--- src/rtl/l2_bus_pkg.sv ---
// Shared definitions for the L2 bus responder and its timer.
package l2_bus_pkg;

  localparam int L2_ADDR_W  = 16;
  localparam int L2_DATA_W  = 128;
  localparam int L2_TIMEOUT = 64;

  typedef enum logic [2:0] {
    ST_IDLE  = 3'd0,
    ST_REQ   = 3'd1,
    ST_ACK   = 3'd2,
    ST_ERR   = 3'd3,
    ST_DRAIN = 3'd4,
    ST_GAP   = 3'd5
  } l2_state_e;

endpackage

--- src/rtl/l2_resp_timer.sv ---
// Saturating response timer: counts enabled cycles since the last clear and
// flags expiry once LIMIT cycles have been spent. LIMIT=0 disables it.
module l2_resp_timer #(
  parameter int LIMIT = 64
) (
  input  logic clk,
  input  logic rst_n,
  input  logic i_clear,
  input  logic i_enable,
  output logic o_expired
);

  generate
    if (LIMIT == 0) begin : g_off
      assign o_expired = 1'b0;
    end else begin : g_on
      localparam int CNT_W = $clog2(LIMIT + 1);
      localparam logic [CNT_W-1:0] C_LAST = CNT_W'(LIMIT - 1);
      localparam logic [CNT_W-1:0] C_MAX  = CNT_W'(LIMIT);

      logic [CNT_W-1:0] r_cnt;

      // Count up while enabled, holding at LIMIT so expiry stays asserted.
      always_ff @(posedge clk or negedge rst_n) begin
        if (!rst_n) begin
          r_cnt <= '0;
        end else if (i_clear) begin
          r_cnt <= '0;
        end else if (i_enable && (r_cnt != C_MAX)) begin
          r_cnt <= r_cnt + 1'b1;
        end
      end

      // The cycle holding LIMIT-1 is the last one allowed to wait.
      assign o_expired = (r_cnt >= C_LAST);
    end
  endgenerate

endmodule

--- src/rtl/l2_bus_responder.sv ---
// Responder end of the L2 bus: one request at a time, turned into a single
// memory read or write, completed by a one-cycle ack (or err on timeout) and
// followed by a one-cycle quiet gap.
//
// state | meaning
// IDLE  | waiting for cyc & stb
// REQ   | memory request active, bus master still attached
// ACK   | one-cycle ack pulse
// ERR   | one-cycle err pulse (memory never answered)
// DRAIN | master aborted; finish the memory access silently
// GAP   | quiet cycle for the upstream arbiter
module l2_bus_responder
  import l2_bus_pkg::*;
#(
  parameter int ADDR_W  = L2_ADDR_W,
  parameter int DATA_W  = L2_DATA_W,
  parameter int TIMEOUT = L2_TIMEOUT
) (
  input  logic                clk,
  input  logic                rst_n,
  input  logic                l2_cyc,
  input  logic                l2_stb,
  input  logic                l2_we,
  input  logic [ADDR_W-1:0]   l2_adr,
  input  logic [DATA_W/8-1:0] l2_sel,
  input  logic [DATA_W-1:0]   l2_wdata,
  output logic [DATA_W-1:0]   l2_rdata,
  output logic                l2_ack,
  output logic                l2_err,
  output logic                busy,
  output logic                mem_read,
  output logic                mem_write,
  output logic [ADDR_W-1:0]   mem_address,
  output logic [DATA_W-1:0]   mem_wdata,
  output logic [DATA_W/8-1:0] mem_byte_en,
  input  logic                mem_resp,
  input  logic [DATA_W-1:0]   mem_rdata
);

  l2_state_e           r_state;
  l2_state_e           w_next_state;
  logic                w_accept;
  logic                w_capture;
  logic                w_mem_active;
  logic                w_expired;

  logic [ADDR_W-1:0]   r_adr;
  logic [DATA_W-1:0]   r_wdata;
  logic [DATA_W/8-1:0] r_sel;
  logic                r_we;
  logic [DATA_W-1:0]   r_rdata;

  assign w_mem_active = (r_state == ST_REQ) || (r_state == ST_DRAIN);

  l2_resp_timer #(
    .LIMIT (TIMEOUT)
  ) u_timer (
    .clk       (clk),
    .rst_n     (rst_n),
    .i_clear   (r_state == ST_IDLE),
    .i_enable  (w_mem_active),
    .o_expired (w_expired)
  );

  // State register.
  always_ff @(posedge clk or negedge rst_n) begin
    if (!rst_n) begin
      r_state <= ST_IDLE;
    end else begin
      r_state <= w_next_state;
    end
  end

  // Next-state decode; mem_resp outranks both abort-less timeout and expiry.
  always_comb begin
    w_next_state = r_state;
    w_accept     = 1'b0;
    w_capture    = 1'b0;
    case (r_state)
      ST_IDLE: begin
        if (l2_cyc && l2_stb) begin
          w_accept     = 1'b1;
          w_next_state = ST_REQ;
        end
      end
      ST_REQ: begin
        if (mem_resp) begin
          if (!l2_cyc) begin
            w_next_state = ST_GAP;
          end else begin
            w_capture    = ~r_we;
            w_next_state = ST_ACK;
          end
        end else if (!l2_cyc) begin
          w_next_state = ST_DRAIN;
        end else if (w_expired) begin
          w_next_state = ST_ERR;
        end
      end
      ST_DRAIN: begin
        if (mem_resp || w_expired) begin
          w_next_state = ST_GAP;
        end
      end
      ST_ACK:  w_next_state = ST_GAP;
      ST_ERR:  w_next_state = ST_GAP;
      ST_GAP:  w_next_state = ST_IDLE;
      default: w_next_state = ST_IDLE;
    endcase
  end

  // Request registers: frozen for the whole memory access.
  always_ff @(posedge clk or negedge rst_n) begin
    if (!rst_n) begin
      r_adr   <= '0;
      r_wdata <= '0;
      r_sel   <= '0;
      r_we    <= 1'b0;
    end else if (w_accept) begin
      r_adr   <= l2_adr;
      r_wdata <= l2_wdata;
      r_sel   <= l2_sel;
      r_we    <= l2_we;
    end
  end

  // Read data holds until the next completed read.
  always_ff @(posedge clk or negedge rst_n) begin
    if (!rst_n) begin
      r_rdata <= '0;
    end else if (w_capture) begin
      r_rdata <= mem_rdata;
    end
  end

  assign l2_rdata    = r_rdata;
  assign l2_ack      = (r_state == ST_ACK);
  assign l2_err      = (r_state == ST_ERR);
  assign busy        = (r_state != ST_IDLE);
  assign mem_read    = w_mem_active & ~r_we;
  assign mem_write   = w_mem_active & r_we;
  assign mem_address = r_adr;
  assign mem_wdata   = r_wdata;
  assign mem_byte_en = r_sel;

endmodule

--- config.mk ---
export PLATFORM = sky130hd
export DESIGN_NAME = l2_bus_responder
export DESIGN_NICKNAME = d
export VERILOG_FILES = /design/src/rtl/l2_bus_pkg.sv /design/src/rtl/l2_resp_timer.sv /design/src/rtl/l2_bus_responder.sv
export SDC_FILE = /design/constraint.sdc
export NUM_CORES = 1
export LEC_CHECK = 0
export BUFFER_PORTS_ARGS = -buffer_cell sky130_fd_sc_hd__buf_2
export CORE_AREA = 2 2 229 231
export CTS_CLUSTER_SIZE = 30
export DETAILED_ROUTE_END_ITERATION = 16
export DIE_AREA = 0 0 231 233
export SLEW_MARGIN = 15
export SYNTH_ARGS = -nofsm -noshare
export SYNTH_HDL_FRONTEND = slang
export SYNTH_SLANG_ARGS = --single-unit
--- constraint.sdc ---
create_clock -name clk -period 2.3 [get_ports clk]
set_clock_uncertainty 0.15 [all_clocks]
set_input_delay 0.345 -clock clk [delete_from_list [all_inputs] [get_ports clk]]
set_output_delay 0.345 -clock clk [all_outputs]
set_load 0.1 [all_outputs]
* After elaboration in Yosys (flattened, before gate mapping)
Cells that the tools add are included.
** Operators by class
- Multiply operators :: 0
- Bitwise operators :: 3
- Muxes and demuxes :: 14
- Reduce and logical (&&, ||, !) cells :: 9
- Add/sub/neg operators :: 1
- Divide/modulo/power cells :: 0
- Shift operators :: 0
- $lt $le $gt $ge :: 1
- Eq/ne operators :: 8
** Operators with widths (count)
- 3-bit two-way mux :: 6
- 7-bit two-way mux :: 2
- 3-bit one-hot mux with 4 select lines :: 1
- 7-bit by 1-bit adder with 7-bit output, second input constant :: 1
- 7-bit by 6-bit >= comparator with 1-bit output, second input constant :: 1
- 7-bit inequality test, second input constant :: 1
- 3-bit by 2-bit == test with 1-bit output, second input constant :: 2
- 1-bit two-way mux :: 5
- 4-bit inequality test, second input constant :: 1
- 3-bit by 1-bit == test with 1-bit output, second input constant :: 1
- 3-bit == test, second input constant :: 1
- 3-bit logical NOT :: 1
- 3-bit AND reduction :: 1
- 3-bit nonzero test :: 1
- 1-bit bitwise AND :: 2
- 1-bit logical AND :: 2
- 1-bit logical OR :: 2
- 2-bit by 1-bit inequality test with 1-bit output, second input constant :: 1
- 2-bit inequality test, second input constant :: 1
- 2-bit nonzero test :: 1
- 2-bit OR reduction :: 1
- 1-bit NOT :: 1
** Storage, ports and cells
- Memories kept :: 0
- Bits of input ports :: 294
- Output and inout port bits :: 293
- RAM bits :: 0
- Bits in latches :: 0
- Flip-flop bits (word level) :: 299
- Memory bits (read-only) :: 0
- Logic and storage cells :: 43

* Depth between registers and ports, before layout
Gate-level depths: netlist of the first run.
- Word-level depth :: 5
- Gate-level depth with buffers :: 7

* Hierarchy
A second synthesis of the first run with hierarchy kept.
** Unflattened totals
- Cells, all modules :: 689
- Area, all modules :: 11514.8 sq um
** Modules (own cells, without submodules)
- l2_bus_responder :: instances 1, area each 11104.4 sq um, cells an instance 645
- l2_resp_timer :: instances 1, area each 410.4 sq um, cells an instance 44

* Worst setup path before layout of the first run
No wires, ideal clock.
- Path type :: reg2out
- From :: register r_state[1]
- To :: output l2_ack
- Slack :: -1.167 ns
- Data arrival time :: 2.972 ns
- Data required time :: 1.805 ns
- Stages on the path, launching flop included :: 3
- Buffers on the path :: 1
- Cells stage by stage :: dfrtp_1 -> clkbuf_1 -> nor3b_1
** On the way
- Cells in the longest elaborated chain, start to end :: 1
** Ends and longest elaborated chain
- from (decl) :: line l2_bus_responder.sv:40 : l2_state_e r_state;
- from (signal assigned) :: line l2_bus_responder.sv:70 : r_state <= w_next_state;
- 3-bit by 2-bit == test with 1-bit output :: line l2_bus_responder.sv:137 : assign l2_ack = (r_state == ST_ACK);
- to (decl) :: line l2_bus_responder.sv:28 : output logic l2_ack,
Every way passes these cells.

* Final worst setup path of the first run
- From :: register r_state[1]
- To :: output mem_write
** On the way
- Cells in the longest elaborated chain, start to end :: 3
** Ends and longest elaborated chain
- 3-bit by 1-bit == test with 1-bit output / 3-bit == test (equally long branches) :: line l2_bus_responder.sv:53 : assign w_mem_active = (r_state == ST_REQ) || (r_state == ST_DRAIN);
- 1-bit logical OR * :: line l2_bus_responder.sv:53
- 1-bit bitwise AND * :: line l2_bus_responder.sv:141 : assign mem_write = w_mem_active & r_we;
- to (decl) :: line l2_bus_responder.sv:32 : output logic mem_write,
Every way passes the cells marked *; elsewhere a longest branch is shown, timed or not.

==> results of run 1 <==
## stage by stage
stage / instances / cell area (µm²) / worst slack (ns) / utilization
after floorplan: 681 / 12000 / 0.115 / -
after global placement: 1947 / 15700 / 0.220 / 0.308
final: 2306 / 20000 / 0.0875 / 0.391
after detailed placement: 1947 / 15700 / 0.174 / 0.308
after CTS: 2303 / 19900 / 0.00452 / 0.390
after global routing: 2306 / 20000 / 0.00283 / 0.391
## logic make-up (layout without fill, tap and decap cells)
family,Yosys count,count (layout)
DFF,299,299
muxes,293,293
buffers and inverters,41,986
and+or+nand+nor,30,30
AOI/OAI and AO/OA,10,10
adders and majority gates,5,5
xor gates and xnor gates,3,3
## state kept, by name (all words and copies together), names as in the netlist
register	cells
u_timer.g_on.r_cnt	7
mem_wdata	128
l2_rdata	128
r_state	3
r_we	1
mem_byte_en	16
mem_address	16
## worst max-delay path by stage
stage / endpoint / slack (ns)
after floorplan: l2_ack / 0.12
after global placement: mem_wdata[102] / 0.22
after detailed placement: mem_wdata[104] / 0.17
after CTS: mem_write / 0.005
after global routing: mem_write / 0.003
final: mem_write / 0.09
## routing by layer
metal	wire, µm	vias up
met5	0	-
met1	14300	4625
met2	20100	347
met4	1550	0
li1	-	4249
met3	2350	110
## layout by cell type, fill, tap and decap left out, types with 6 or more instances in the layout
master	n
dlygate4sd3_1	291
buf_2	580
buf_12	12
dfrtp_1	296
mux2_2	79
inv_1	6
clkbuf_16	37
mux2_4	90
mux2_1	120
clkbuf_8	9
buf_4	30
clkinv_2	6
## what timing repair did
action                     CTS  global route
gates resized for setup     12             1
hold endpoints to repair   341             0
setup endpoints to repair    5             5
hold buffers               291             0
setup buffers                0             3
gates cloned                 0             0
## critical path, delay by kind of cell, from the launching register on
| family | cells | cell delay [ns] |
|---|---|---|
| buffers and inverters | 2 | 0.37 |
| AND/OR/NAND/NOR | 2 | 0.35 |
| flip-flops | 1 | 0.45 |
## cell type report
cell class	count	area (µm²)
well taps	680	851
flip-flops and latches	299	7490
repair buffers	915	6310
inverters	6	22.5
fillers	4730	31100
clock buffers	50	1060
clock inverters	15	215
multi-input cells	341	4030
==> metrics, run 1 <==
status complete, no violations; Seq cells post-synth 299; final slew viol count 0; number of synthesized flops with an enable pin 0; Netlist cell types 36; CTS buffer count 36; Synth Area in Compound Gates 0.00650; endpoints failing hold 0; Post-synth top cells dfrtp_1 (299), mux2_1 (120), mux2_4 (90); Root Driver clkbuf_16; Final setup viols 0; top-area cell type share of the netlist area 0.627; Ys Warns 0; Inserted Diodes 0; clk sink count 299; M2 GR Usage 0.247; PortBufs 586; routed length per instance 16.6 µm; fraction of the mapped netlist area in adder cells 0.00524; mapped cell area 11900 µm²; most common cell in the netlist dfrtp_1; worst r2r src r_state[2]; die height 233 µm; area of the core 51100 µm²; DRC Markers 0; Total Wirelength 38400 µm; CTS Buffer Depth 3; Ports 587; GRT Util Overall 0.137; H-tree levels 2; first-pass GRT wire length 57800 µm; unrepaired setup endpoints after global routing false; Die Wd 231 µm; CP max FO 10; synthesis-to-layout area growth 67.4%; CTS tree yes; period utilisation layout 0.962; XOR/XNOR share of the synthesized area 0.00220; initial DRC count 221; R2R depth 6; Cell Rows 83; Rel. slew slack 0.638; worst slew pin tran 0.547 ns; post-DP HPWL 26100 µm; Nets 1898; CP Launch Point r_state[1]; Hold Crit Class primary input to flop; grt ovf 0; biggest area consumer among synthesized cells dfrtp_1; Worst Setup Start Kind flop; top cells by area, synth dfrtp_1 (63%), mux2_1 (11%), mux2_4 (11%), mux2_2 (7.5%), buf_12 (1.7%); GP Congestion 0.833; layout cell share with drive strength beyond 1 0.532; Seq/Total Area, Yosys 0.627; hold_sp l2_cyc; initial antenna violation count 0; Most Crowded Layer GR met2; Starting Density 0.234; GRT met1 Usage 0.150; TNS Setup 0 ns; post-synthesis mux area share 0.304; CP max stage cell dfrtp_2; Worst Path Required 1.80 ns; Main synth FF type dfrtp_1; CP Capture Type output pin; largest stage delay on the critical path 0.45 ns; detailed-route via count 9331; CP arrival 1.72 ns; crit path time final 2.21 ns; post-synthesis simple-gate area fraction 0.0159; CP Class flop to output pin; Async S/R FF share, synth 1.00; Hold Path End r_state[0]; Reg-to-Reg End l2_rdata[89]; clock input transition at the sequential cells of the worst setup and hold paths 0.05 ns; pin count of the biggest net entering global routing 57; Fin Hold WS 0.0715 ns; DRT Pass-1 Iters 4; Routed Antenna Nets 0; Vias/cell 4.05; max_cap viols 0; Mean Syn Cell Area 17.5 µm²; DIE AREA 53800 µm²; M3 GR Usage 0.0332; hold path cells 4; clk_lat worst skew 0.53 ns; CP cell instances buf_4 -> nor2_2 -> and2_1 -> buf_12; post-synthesis cell count 681; r2r setup slk 0.15 ns; Achievable Freq 0.452 GHz; number of global-route vias before repair 10346; syn nets 980; largest family of logic cells by synthesized area multiplexers
Power of run 1 is left out: the tool's default activity adds up to more than one toggle a clock period on the data nets, which glitch-free logic cannot reach.
==> run 2: changes to the inputs <==
Settings changed: CORE_AREA 2 2 229 231 to 2 2 230 232, DIE_AREA 0 0 231 233 to 0 0 232 234, SLEW_MARGIN 15 to not set.
Clock period 2.3 ns to 1.95 ns, I/O delays scaled along.
==> metrics, run 2 (synthesis results as in run 1) <==
CTS Buffer Depth 3; endpoints failing hold 0; H-tree levels 2; area of the core 52000 µm²; Total Wirelength 40700 µm; worst slew pin tran 0.554 ns; routed length per instance 17.1 µm; DRT Pass-1 Iters 4; Ports 587; max_cap viols 0; grt ovf 0; WL met1 15800 µm; Vias/cell 4.08; CP max stage cell dfrtp_2; Starting Density 0.229; initial antenna violation count 0; clk_lat worst skew 0.52 ns; most common cell after layout, fill and taps aside buf_2; Post-Layout Cell Count 2379; placed cell count 1981; CTS buffer count 34; number of global-route vias before repair 10607; initial DRC count 314; CP cell instances buf_6 -> xnor2_4 -> nor2_4 -> and2_4 -> buf_12; Final Cell Area 21500 µm²; most frequent cells in the layout buf_2 (580), dfrtp_1 (298), dlygate4sd3_1 (291), mux2_4 (185), mux2_2 (78); placed standard-cell area 16000 µm²; final slew viol count 0; DRC Markers 0; failing checks negative setup slack; PortBufs 586; crit path buf inv count 2; Achievable Freq 0.457 GHz; Nets 1965; status finished, violations left; GP Congestion 0.836; Final setup viols 294; Worst Setup Start Kind flop; pin count of the biggest net entering global routing 47; period utilisation layout 1.12; top sig layer met4; synthesis-to-layout area growth 80.1%; CP arrival 1.74 ns; Root Driver clkbuf_16; CP Capture Type output pin; DIE AREA 54300 µm²; Worst Path Required 1.51 ns; routed wl met3 2500 µm; unrepaired setup endpoints after global routing true; Cell Rows 84; largest stage delay on the critical path 0.42 ns; Rel. slew slack 0.633; crit path time final 2.19 ns; layout cell share with drive strength beyond 1 0.606; CP max FO 5; Fin Hold WS 0.0421 ns; detailed-route via count 9698; crit-path leading delay family flip-flops; Inserted Diodes 0; Die Wd 232 µm; met2 WL 20900 µm; CP Class flop to output pin; post-DP HPWL 25600 µm; clk sink count 299; GRT Util Overall 0.138; die height 234 µm; CTS tree yes; first-pass GRT wire length 58700 µm; clock input transition at the sequential cells of the worst setup and hold paths 0.06 ns; Routed Antenna Nets 0; Final WS setup -0.237 ns; Hold Crit Class primary input to flop
## run 2: final cells by class
class | count | area (µm²)
inverters | 6 | 26.3
clock inverters | 10 | 77.6
fillers | 4630 | 30500
multi-input cells | 341 | 4400
clock buffers | 51 | 1070
flip-flops and latches | 299 | 7480
well taps | 688 | 861
repair buffers | 984 | 7560
## run 2: what timing repair did
item | in CTS | in global routing
hold buffers | 291 | 0
endpoints found under the setup margin | 171 | 294
hold endpoints to repair | 557 | 0
setup buffers | 30 | 4
gates cloned | 12 | 6
gates resized for setup | 148 | 46
pin swaps | 5 | 5
## run 2: final timing paths
kind | start | endpoint | slack [ns] | depth (start not counted)
setup / recovery | r_state[0] | mem_write | -0.24 | 5
hold / removal | l2_cyc | r_state[1] | 0.04 | 4
setup reg to reg | r_state[1] | l2_rdata[32] | -0.23 | 8
hold reg to reg | l2_rdata[116] | l2_rdata[116] | 0.34 | 1
max in group asynchronous | rst_n | mem_wdata[48] | 0.79 | 3
min in group asynchronous | rst_n | mem_wdata[71] | 0.14 | 2
## run 2: routing by layer
metal | vias to the layer above | track usage
met5 | - | 0
met4 | 0 | 0.0567
met3 | 91 | 0.0350
met2 | 389 | 0.249
met1 | 4843 | 0.155
li1 | 4375 | -
## run 2: metrics by stage
step	worst slack (ns)	utilization	setup TNS, ns
2_1_floorplan	-0.182	-	-0.182
3_3_place_gp	-0.0482	0.308	-2.62
3_5_place_dp	-0.0912	0.308	-5.54
4_1_cts	-0.267	0.408	-45.10
5_1_grt	-0.306	0.413	-62.83
6_report	-0.237	0.413	-40.57
## run 2: worst register-to-register path: stages (launching register included)
cell	delay [ns]
dfrtp_1	0.40
buf_6	0.13
nor4b_4	0.27
nand3b_1	0.17
buf_12	0.18
buf_12	0.13
buf_12	0.14
clkbuf_16	0.18
mux2_4	0.31
Power of run 2 is left out for the same reason.
==> run 3: changes to the inputs <==
Settings changed: ABC_AREA set to 1, CORE_AREA 2 2 230 232 to 2 2 226 228, DIE_AREA 0 0 232 234 to 0 0 228 230.
Clock period 1.95 ns to 2.49 ns, I/O delays scaled along.
==> metrics, run 3 <==
Die Wd 228 µm; Async S/R FF share, synth 1.00; Rel. slew slack 0.597; die height 230 µm; top cells by area, synth dfrtp_1 (61%), nand2_1 (9.6%), inv_1 (9.2%), o21ai_1 (7.2%), buf_6 (3.7%); Post-synth top cells nand2_1 (317), inv_1 (304), dfrtp_1 (299); CP max FO 5; Worst Setup Start Kind flop; GRT Util Overall 0.156; routed wl met3 3450 µm; Total Wirelength 41600 µm; biggest area consumer among synthesized cells dfrtp_1; period utilisation layout 0.947; H-tree levels 2; DIE AREA 52400 µm²; CTS tree yes; Final Cell Area 20000 µm²; WL met1 15900 µm; clk_lat worst skew 0.52 ns; crit path time final 2.36 ns; Seq cells post-synth 299; Root Driver clkbuf_16; Vias/cell 4.10; clk sink count 299; Nets 2494; number of synthesized flops with an enable pin 0; filler cell count 4748; Worst Path Required 1.97 ns; CP arrival 1.84 ns; initial antenna violation count 7; met2 WL 19900 µm; synthesis-to-layout area growth 61.6%; top-area cell type share of the netlist area 0.605; most common cell after layout, fill and taps aside buf_2; initial DRC count 498; Ys Warns 0; area of the core 49900 µm²; post-DP HPWL 28100 µm; CP Capture Type output pin; most common cell in the netlist nand2_1; pin count of the biggest net entering global routing 110; DRT Pass-1 Iters 4; most frequent CP cell nand2_1; Starting Density 0.248; Ports 587; placed standard-cell area 15900 µm²; largest stage delay on the critical path 0.46 ns; clock input transition at the sequential cells of the worst setup and hold paths 0.06 ns; unrepaired setup endpoints after global routing false; Final setup viols 0; crit-path leading delay family simple AND/OR/NAND/NOR gates; number of global-route vias before repair 12544; top sig layer met5; mapped cell area 12400 µm²; status complete, no violations; Netlist cell types 26; Post CTS Setup Buffer Count 0; PortBufs 586; grt ovf 0; endpoints failing hold 0; Seq/Total Area, Yosys 0.605; layout cell share with drive strength beyond 1 0.327; syn nets 1623; CTS Buffer Depth 3; Hold Crit Class primary input to flop; Mean Syn Cell Area 9.33 µm²; final slew viol count 0; worst slew pin tran 0.609 ns; max_cap viols 0; DRC Markers 0; detailed-route via count 11862; most frequent cells in the layout buf_2 (583), nand2_1 (317), inv_1 (304), dfrtp_1 (299), dlygate4sd3_1 (290); post-synthesis cell count 1324; Routed Antenna Nets 0; first-pass GRT wire length 66100 µm; CTS buffer count 34; CP Class flop to output pin; Achievable Freq 0.424 GHz; GP Congestion 0.891; routed length per instance 14.4 µm; CP max stage cell dfrtp_1; Cell Rows 82; Main synth FF type dfrtp_1; crit path buf inv count 2; CP cell instances nor2_4 -> nand2_1 -> nand2_1 -> inv_1 -> nor2_1 -> buf_4
[run 3: what timing repair did]
item / 4_1_cts / 5_1_grt
endpoints found under the hold margin: 393 / 0
gates resized for setup: 2 / 1
endpoints found under the setup margin: 2 / 1
hold buffers: 290 / 0
[run 3: cell type report]
type / instances / area, µm² / share of cell area
repair buffers: 899 / 6130 / 0.307
well taps: 672 / 841 / 0.0421
flip-flops and latches: 299 / 7480 / 0.375
inverters: 306 / 1150 / 0.0575
clock inverters: 9 / 104 / 0.00520
clock buffers: 52 / 1100 / 0.0552
multi-input cells: 655 / 3160 / 0.158
diodes: 3 / 7.51 / 0.000376
[run 3: logic make-up after synthesis]
group                      share of synthesized area
buffers and inverters                          0.139
and+or+nand+nor                                0.114
DFF                                            0.605
AOI/OAI and AO/OA                              0.135
adders and majority gates                    0.00506
xor gates and xnor gates                     0.00142
[run 3: per-stage QoR]
| step | std cells | TNS, ns | util | hold WS [ns] | setup WS, ns |
|---|---|---|---|---|---|
| 2_1_floorplan | 1324 | -0.111 | - | -0.0721 | -0.0556 |
| 3_3_place_gp | 2541 | 0 | 0.318 | 0.182 | 0.485 |
| 3_5_place_dp | 2541 | 0 | 0.318 | 0.186 | 0.443 |
| 4_1_cts | 2892 | 0 | 0.400 | 0.0440 | 0.0811 |
| 5_1_grt | 2893 | 0 | 0.401 | 0.0801 | 0.0103 |
| 6_report | 2895 | 0 | 0.401 | 0.0848 | 0.131 |
[run 3: layer usage]
metal	vias to the layer above	GRT usage
met5	-	0
met1	5474	0.172
met4	8	0.0860
li1	5745	-
met2	519	0.266
met3	116	0.0517
[run 3: path summary, 6_finish.rpt]
kind	cells after the start	slack, ns	start	end
worst max-delay path	6	0.13	r_state[0]	mem_write
min in group asynchronous	2	0.23	rst_n	mem_wdata[94]
max in group asynchronous	3	1.18	rst_n	l2_rdata[67]
worst min-delay path	5	0.08	l2_stb	r_state[1]
worst min register to register	2	0.33	l2_rdata[77]	l2_rdata[77]
worst max register to register	8	0.40	r_state[2]	l2_rdata[70]
[run 3: worst register-to-register path, cell delays in order, from the launching register on]
cell and delay (ns):
dfrtp_1 0.40, inv_2 0.10, nand3_2 0.11, nor2_2 0.06, nand3_4 0.06, buf_12 0.35, buf_4 0.55, nand2_1 0.12
o21ai_1 0.11
Power of run 3 is left out for the same reason.
